==> src/rtl/hazard_ctrl.sv <==
// Pipeline scheduler for the 5-stage MIPS core.
// Tracks in-flight register writers in EX/MEM/WB and derives the stall,
// bubble and flush controls plus operand-forwarding selects for the ID
// branch comparator and the EX ALU operand muxes.
module hazard_ctrl #(
  parameter int DELAY_SLOT = 1,
  parameter int CNT_W      = 32
) (
  input  logic             clk,
  input  logic             rst,
  input  logic             ext_pause,
  input  logic             id_valid,
  input  logic [4:0]       id_rs,
  input  logic [4:0]       id_rt,
  input  logic             id_rs_used,
  input  logic             id_rt_used,
  input  logic             id_reg_we,
  input  logic [4:0]       id_reg_dst,
  input  logic             id_is_load,
  input  logic             id_is_branch,
  input  logic             id_taken,
  output logic             pause,
  output logic             id_bubble,
  output logic             if_id_flush,
  output logic [1:0]       br_fwd_a,
  output logic [1:0]       br_fwd_b,
  output logic [1:0]       ex_fwd_a,
  output logic [1:0]       ex_fwd_b,
  output logic [CNT_W-1:0] stall_cnt
);

  // Payload of one scoreboard entry; the valid bit lives separately so that
  // only it needs a reset.
  typedef struct packed {
    logic       we;
    logic [4:0] dst;
    logic       ld;
  } sb_data_t;

  localparam logic FLUSH_EN = (DELAY_SLOT == 0);

  // Entry in flight: EX (_p0), MEM (_p1), WB (_p2).
  logic     ex_v_p0, mem_v_p1, wb_v_p2;
  sb_data_t ex_d_p0, mem_d_p1, wb_d_p2;

  logic rs_ex, rt_ex, rs_mem, rt_mem, rs_wb, rt_wb;
  logic hz;

  // A source depends on an entry only if it is read, is not r0, and the
  // entry is a live register writer targeting that register.
  function automatic logic src_match(input logic       used,
                                     input logic [4:0] src,
                                     input logic       v,
                                     input sb_data_t   e);
    return used & (src != 5'd0) & v & e.we & (e.dst == src);
  endfunction

  // Branch comparator source: MEM ALU result when the MEM writer is not a
  // load (its data is not ready yet), else WB write-back data, else regfile.
  function automatic logic [1:0] br_sel(input logic mem_hit,
                                        input logic mem_ld,
                                        input logic wb_hit);
    if (mem_hit && !mem_ld) return 2'd1;
    if (wb_hit)             return 2'd2;
    return 2'd0;
  endfunction

  // ALU operand source one cycle later: the instruction now in EX will be in
  // MEM (select 1), the one now in MEM will be in WB (select 2). The newer
  // producer wins when both match.
  function automatic logic [1:0] ex_sel(input logic ex_hit,
                                        input logic mem_hit);
    if (ex_hit)  return 2'd1;
    if (mem_hit) return 2'd2;
    return 2'd0;
  endfunction

  // Dependency detection and combinational controls.
  always_comb begin
    rs_ex  = src_match(id_rs_used, id_rs, ex_v_p0,  ex_d_p0);
    rt_ex  = src_match(id_rt_used, id_rt, ex_v_p0,  ex_d_p0);
    rs_mem = src_match(id_rs_used, id_rs, mem_v_p1, mem_d_p1);
    rt_mem = src_match(id_rt_used, id_rt, mem_v_p1, mem_d_p1);
    rs_wb  = src_match(id_rs_used, id_rs, wb_v_p2,  wb_d_p2);
    rt_wb  = src_match(id_rt_used, id_rt, wb_v_p2,  wb_d_p2);

    hz = id_valid & ( ((rs_ex | rt_ex) & ex_d_p0.ld)
                    | (id_is_branch & (rs_ex | rt_ex))
                    | (id_is_branch & (rs_mem | rt_mem) & mem_d_p1.ld) );

    pause       = ext_pause | hz;
    id_bubble   = hz & ~ext_pause;
    if_id_flush = FLUSH_EN & id_valid & id_taken & ~hz & ~ext_pause;

    br_fwd_a = br_sel(rs_mem, mem_d_p1.ld, rs_wb);
    br_fwd_b = br_sel(rt_mem, mem_d_p1.ld, rt_wb);
  end

  // Control state: entry valids, registered EX forwarding selects, stall count.
  always_ff @(posedge clk) begin
    if (!rst) begin
      ex_v_p0   <= 1'b0;
      mem_v_p1  <= 1'b0;
      wb_v_p2   <= 1'b0;
      ex_fwd_a  <= 2'd0;
      ex_fwd_b  <= 2'd0;
      stall_cnt <= '0;
    end else if (!ext_pause) begin
      // ---- ID -> EX boundary: a stall injects a bubble ----
      ex_v_p0  <= id_valid & ~hz;
      // ---- EX -> MEM -> WB boundaries ----
      mem_v_p1 <= ex_v_p0;
      wb_v_p2  <= mem_v_p1;
      ex_fwd_a <= hz ? 2'd0 : ex_sel(rs_ex, rs_mem);
      ex_fwd_b <= hz ? 2'd0 : ex_sel(rt_ex, rt_mem);
      if (hz) stall_cnt <= stall_cnt + CNT_W'(1);
    end
  end

  // Entry payloads advance with the pipeline; meaningless while valid is low.
  always_ff @(posedge clk) begin
    if (!ext_pause) begin
      ex_d_p0  <= '{we: id_reg_we, dst: id_reg_dst, ld: id_is_load};
      mem_d_p1 <= ex_d_p0;
      wb_d_p2  <= mem_d_p1;
    end
  end

endmodule
==> config.mk <==
export PLATFORM = sky130hd
export DESIGN_NAME = hazard_ctrl
export DESIGN_NICKNAME = d
export VERILOG_FILES = /design/src/rtl/hazard_ctrl.sv
export SDC_FILE = /design/constraint.sdc
export NUM_CORES = 1
export LEC_CHECK = 0
export ABC_AREA = 1
export CAP_MARGIN = 20
export CORE_MARGIN = 2
export CORE_UTILIZATION = 30
export CTS_BUF_LIST = sky130_fd_sc_hd__clkbuf_4 sky130_fd_sc_hd__clkbuf_8 sky130_fd_sc_hd__clkbuf_16
export CTS_CLUSTER_SIZE = 14
export DETAILED_ROUTE_END_ITERATION = 10
export PLACE_DENSITY = 0.53
export SYNTH_ARGS = -nofsm -noshare
export SYNTH_HDL_FRONTEND = slang
export SYNTH_SLANG_ARGS = --single-unit
==> constraint.sdc <==
create_clock -name clk -period 1.9 [get_ports clk]
set_input_delay 0.19 -clock clk [delete_from_list [all_inputs] [get_ports clk]]
set_output_delay 0.19 -clock clk [all_outputs]
set_load 0.02 [all_outputs]
==> flow_summary.toml, run 1 <==
[timing]
finalSetupTns_ns = -0.202
holdWs_ns = 0.416
fin_crit_sh = 1.04
period_minus_slack_ns = 1.97
slew_viol_final = 0
setup_slack_ns = -0.0695
finalSetupViolations = 3
timing.fmax_mhz = 508
finalHoldViolations = 0
fin_worst_skew_ns = 0.00906
rsz0062_at_grt = "true"

[min_path]
hold_path.class = "in2reg"

[detailed_routing]
wirelength_um = 10300
remaining_drc_errors = 0
wire_per_inst_um = 12.3
antenna_left = 0
dr_total_vias = 3734
viasPerCell = 4.47
drt-initial-drc-count = 238
drtPass1Iterations = 4

[finish]
area_growth_pct = 40.8
antenna_cells = 0
mostFrequentLayoutCells = "nand2_1, inv_1, nor2_1, clkdlybuf4s50_1, buf_4"
layout_commonest_cell = "nand2_1"
multi_input_area_mm2 = 0.00202
final_layout_size_suffix_gt1_frac = 0.241
register_area_mm2 = 0.00138
nNetsFinal = 684
nFillCells = 1287

[clock_network]
cts-root-buf = "clkbuf_16"
cts.path.max_buffers = 2
cts_max_level = 3
cts.sinks = 59
cts_tree = "built"
path_clk_slew_ns = 0.05
insertion_delay_ns = 0.33
cts_made_buffers = 9
hold_buffers = 0

[setup_path]
worst_ep_arrival_time_ns = 1.78
crit_chain = "nand2_1 -> nand3_2 -> nor2_2 -> nand3_2 -> buf_6 -> o2111ai_2 -> inv_1 -> buf_6"
path_delay_family = "simple AND/OR/NAND/NOR gates"
path_buf_inv = 3
cp_max_fo = 5
cp.required_ns = 1.71
slowest_stage = "edfxtp_1"
path_class = "reg2out"
endpoint_kind = "output port"
critical_path.startpoint_type = "register"
max_stage_delay_ns = 0.47

[yosys]
yosysSeqAreaShare = 0.362
ys.flop_type = "dfxtp_1"
syn_nets = 574
synth_cell_types = 36
ys.warnings.count = 0
syn_inst = 548
syn_area_mm2 = 0.00382
async_reset_ff_frac = 0
synth_edf_count = 20
syn_avg_cell_area_um2 = 6.97
synth-seq-cells = 59

[power]
powerDensity_mw_per_mm2 = 640
p_sw_frac = 0.230
pwr-share-clk = 0.502
irDropWorstVdd_mv = 0.286
comb_power_share = 0.098
intPower_mw = 2.65
p_leak_nw = 2.37
switchingPower_mw = 0.793
sequentialPowerShare = 0.401

[floorplanning]
die_x_um = 117
die_area_mm2 = 0.0136
fp.coreArea_mm2 = 0.0125
row_count = 41
start_util = 0.305
io_pins = 68
die_y_um = 117

[global_routing]
met1_usage = 0.202
antenna_found_initial = 0
grt_pass1_vias = 3605
use_met3 = 0.0453
grt.busiest_layer = "met2"
grt_first_pass_wirelength_um = 17000
grtUsageTotal = 0.159
grt_overflow = 0
grt_use_met2 = 0.267
grt_max_degree = 41

[placed_design]
gp_congestion = 0.843
port_buffers = 65
hpwl_um = 7620

[outcome]
status = "finished with violations"
violations = "negative setup slack"

[run]
drv_cap = 0
==> Yosys cell counts (all sizes together), types with 2 or more instances <==
master	count	area, um2
nand2	158	627
inv	95	357
nor2	83	350
nand3	57	450
dfxtp	39	781
nand4	34	219
edfxtp	20	601
buf	14	129
nor3	12	80.1
a21oi	11	55.1
clkbuf	5	18.8
o21ai	5	25.0
o2111ai	2	17.5
o22ai	2	12.5
xnor2	2	17.5
xor2	2	17.5
==> registers in the layout, indices dropped and copies added, names as in the netlist <==
register	count
mem_d_p1	7
wb_v_p2	1
mem_v_p1	1
wb_d_p2	6
ex_fwd_a	2
stall_cnt	32
ex_v_p0	1
ex_d_p0	7
ex_fwd_b	2
==> cell families after synthesis <==
kind of cell | count (synthesis) | share of synthesized area
xor gates and xnor gates | 4 | 0.00918
other | 1 | 0.000982
AOI/OAI and AO/OA | 21 | 0.0311
adders and majority gates | 1 | 0.00328
buffers and inverters | 115 | 0.133
DFF | 59 | 0.362
and+or+nand+nor | 347 | 0.461
==> worst register-to-register path, stage by stage, from the launching register on <==
cell	delay, ns
edfxtp_1	0.47
nand2_1	0.14
nand3_2	0.08
nor2_2	0.14
nand3_2	0.12
nand2_2	0.09
nand2_4	0.07
nand2_8	0.10
buf_4	0.28
nand4_1	0.14
nand2_1	0.10
nor2_1	0.04
==> metrics by stage <==
stage / cell area (um2) / std cells / setup WS, ns / power [mW] / util
floorplan: 3820 / 548 / 0.0488 / 1.55 / -
global placement: 4910 / 813 / -0.549 / 1.72 / 0.392
detailed placement: 4910 / 813 / -0.540 / 1.72 / 0.392
CTS: 5270 / 834 / -0.0868 / 3.49 / 0.421
global route: 5380 / 835 / -0.183 / 3.58 / 0.429
finish: 5380 / 835 / -0.0695 / 3.44 / 0.429
==> metal layers <==
layer	wire length [um]	share of wire
met3	432	0.042
met5	0	0
met2	4830	0.47
met4	97	0.0094
met1	4940	0.48
==> path summary, 6_finish.rpt <==
path | slack, ns | cells past startpoint | to | startpoint
worst max-delay path | -0.07 | 8 | br_fwd_b[1] | mem_d_p1[2]
worst max register to register | 0.02 | 11 | stall_cnt[11] | mem_d_p1[2]
worst min-delay path | 0.42 | 1 | ex_d_p0[4] | id_reg_dst[3]
worst min register to register | 0.45 | 0 | wb_d_p2[6] | mem_d_p1[6]
==> cell type report <==
cell class                      count  area share
Multi-Input combinational cell    374       0.375
Sequential cell                    59       0.257
Timing Repair Buffer              118       0.202
Inverter                           96      0.0675
Clock buffer                       10      0.0433
Tap cell                          172      0.0400
Clock inverter                      6      0.0149
==> power by group through the flow <==
stage | Combinational, mW | Sequential [mW] | Clock [mW]
global route | 0.367 | 1.38 | 1.83
detailed placement | 0.317 | 1.40 | 0
CTS | 0.331 | 1.38 | 1.78
finish | 0.336 | 1.38 | 1.73
global placement | 0.314 | 1.40 | 0
floorplan | 0.159 | 1.39 | 0
==> timing repair <==
| item | CTS | global route |
|---|---|---|
| setup buffers | 5 | 1 |
| resized for setup | 41 | 34 |
| pin swaps | 5 | 13 |
| setup endpoints to repair | 26 | 36 |
Power figures use the tool's default switching activity.
==> run 2: changes to the inputs <==
CORE_MARGIN = unset   (was 2)
==> run 2 against run 1 <==
  * Total power fell by 5.2%
  * The flow still finishes with violations (negative setup slack)
  * Via count increased by 0.29%
  * Combinational power fell by 4%
  * Critical endpoint is now pause
  * Largest cell class unchanged
==> flow_summary.toml, run 2 (synthesis gave the netlist of run 1 again) <==
[setup_path]
worstSetupEndpoint = "pause"
crit_start = "mem_d_p1[5]"
reg2reg_from = "mem_d_p1[5]"
worst_ep_arrival_time_ns = 1.75
regToRegEndpoint = "stall_cnt[15]"
path_class = "reg2out"
ff2ff_path_depth = 14
critical_path.startpoint_type = "register"
cp_max_fo = 4
endpoint_kind = "output port"
r2r_slack_ns = 0.03
cp.required_ns = 1.71

[timing]
worst_slew_pin_slew_ns = 0.702
finalHoldViolations = 0
period_minus_slack_ns = 1.94
timing.fmax_mhz = 516
fin_worst_skew_ns = 0.00591
slew_viol_final = 0
max_slew_margin = 0.532
finalSetupViolations = 3
rsz0062_at_grt = "true"
setup_slack_ns = -0.0373
fin_crit_sh = 1.02
finalSetupTns_ns = -0.0984

[power]
p_total_mw = 3.26
powerDensity_mw_per_mm2 = 620
p_leak_nw = 2.33
irDropWorstVdd_mv = 0.387

[floorplanning]
die_x_um = 115
fp.coreArea_mm2 = 0.0122
row_count = 40
start_util = 0.313
die_y_um = 115
io_pins = 68
die_area_mm2 = 0.0132

[global_routing]
grt_use_met2 = 0.259
antenna_found_initial = 0
grtUsageTotal = 0.162
grt_first_pass_wirelength_um = 16600
grt.busiest_layer = "met2"
use_met3 = 0.0485
met1_usage = 0.210
grt_overflow = 0
grt_pass1_vias = 3491
grt_max_degree = 56

[finish]
multi_input_area_mm2 = 0.00198
largest_registers = "stall_cnt: 32 flops, ex_d_p0: 7 flops, mem_d_p1: 7 flops"
nFillCells = 1251
fin_cells = 827
largest_reg_flops = 32
largest-register = "stall_cnt"
register_area_mm2 = 0.00138
antenna_cells = 0
area_growth_pct = 37.9
nNetsFinal = 680
final_layout_size_suffix_gt1_frac = 0.217
layout_commonest_cell = "nand2_1"
fin_util = 0.431
mostFrequentLayoutCells = "nand2_1, inv_1, nor2_1, clkdlybuf4s50_1, buf_4"

[detailed_routing]
drt-initial-drc-count = 173
dr_total_vias = 3745
antenna_left = 0
wirelength_um = 9830
viasPerCell = 4.53
remaining_drc_errors = 0
drtPass1Iterations = 4
wire_per_inst_um = 11.9

[placed_design]
pre_cts_slack_ns = -0.503
hpwl_um = 7260
port_buffers = 65
gp_congestion = 0.856
placedCellCount = 805

[clock_network]
cts.sinks = 59
cts.path.max_buffers = 2
cts_tree = "built"
insertion_delay_ns = 0.34
cts-root-buf = "clkbuf_16"
path_clk_slew_ns = 0.05
cts_max_level = 3
cts_made_buffers = 9

[outcome]
status = "finished with violations"
violations = "negative setup slack"

[min_path]
hold_path.class = "in2reg"
min_from = "id_reg_dst[4]"

[run]
drv_cap = 0
==> run 2: cell types whose count changed in the layout (fill, tap and decap cells not counted), sizes merged <==
cell / before / now
buf: 59 / 55
bufinv: 2 / 1
clkbuf: 10 / 9
clkdlybuf4s50: 58 / 59
clkinv: 4 / 6
dlygate4sd2: 1 / 0
==> run 2: metal layers <==
layer | wire, um | up-vias | part of all wire
li1 | - | 1958 | -
met1 | 4680 | 1695 | 0.48
met2 | 4460 | 79 | 0.45
met3 | 553 | 13 | 0.056
met4 | 138 | 0 | 0.014
met5 | 0 | - | 0
==> run 2: stage by stage <==
step           hold WS, ns  cell area (um2)
2_1_floorplan        0.289             3820
3_3_place_gp         0.438             4870
3_5_place_dp         0.445             4870
4_1_cts              0.400             5220
5_1_grt              0.411             5270
6_report             0.411             5270
==> run 2: repair_timing <==
action | CTS | global route
endpoints found under the setup margin | 23 | 36
pin swaps | 8 | 5
buffers inserted | 5 | 1
resized for setup | 44 | 14
hold buffers | 0 | 0
==> run 2: cell type report <==
class,instances,share of cell area
clock buffers,9,0.0428
clock inverters,7,0.0112
inverters,96,0.0684
multi-input cells,374,0.377
flip-flops and latches,59,0.262
well taps,168,0.0399
repair buffers,114,0.199
==> run 2: power by group <==
group | leakage (nW) | switching, mW | internal, mW | total (mW)
clock network | 0.138 | 0.571 | 0.994 | 1.57
registers | 0.510 | 0.0307 | 1.35 | 1.38
logic | 1.68 | 0.176 | 0.144 | 0.321
total | 2.33 | 0.779 | 2.49 | 3.26
==> run 2: worst min-delay path by stage <==
stage / end / slack (ns) / cells past startpoint
3_5_place_dp: mem_d_p1[0] / 0.44 / 0
6_report: ex_d_p0[5] / 0.41 / 1
4_1_cts: ex_d_p0[5] / 0.40 / 1
2_1_floorplan: ex_d_p0[0] / 0.29 / 0
5_1_grt: ex_d_p0[0] / 0.41 / 1
3_3_place_gp: wb_d_p2[6] / 0.44 / 0
==> run 2: critical path, stage by stage, from the launching register on <==
cell and delay [ns]:
edfxtp_1 0.38, buf_4 0.13, nand2_1 0.05, nand2_1 0.06
nand2_1 0.07, nor2_1 0.12, nand3_2 0.10, nand2_2 0.10
nand2_4 0.07, nand2_8 0.09, nand2_4 0.06, nand2_4 0.07
buf_6 0.11
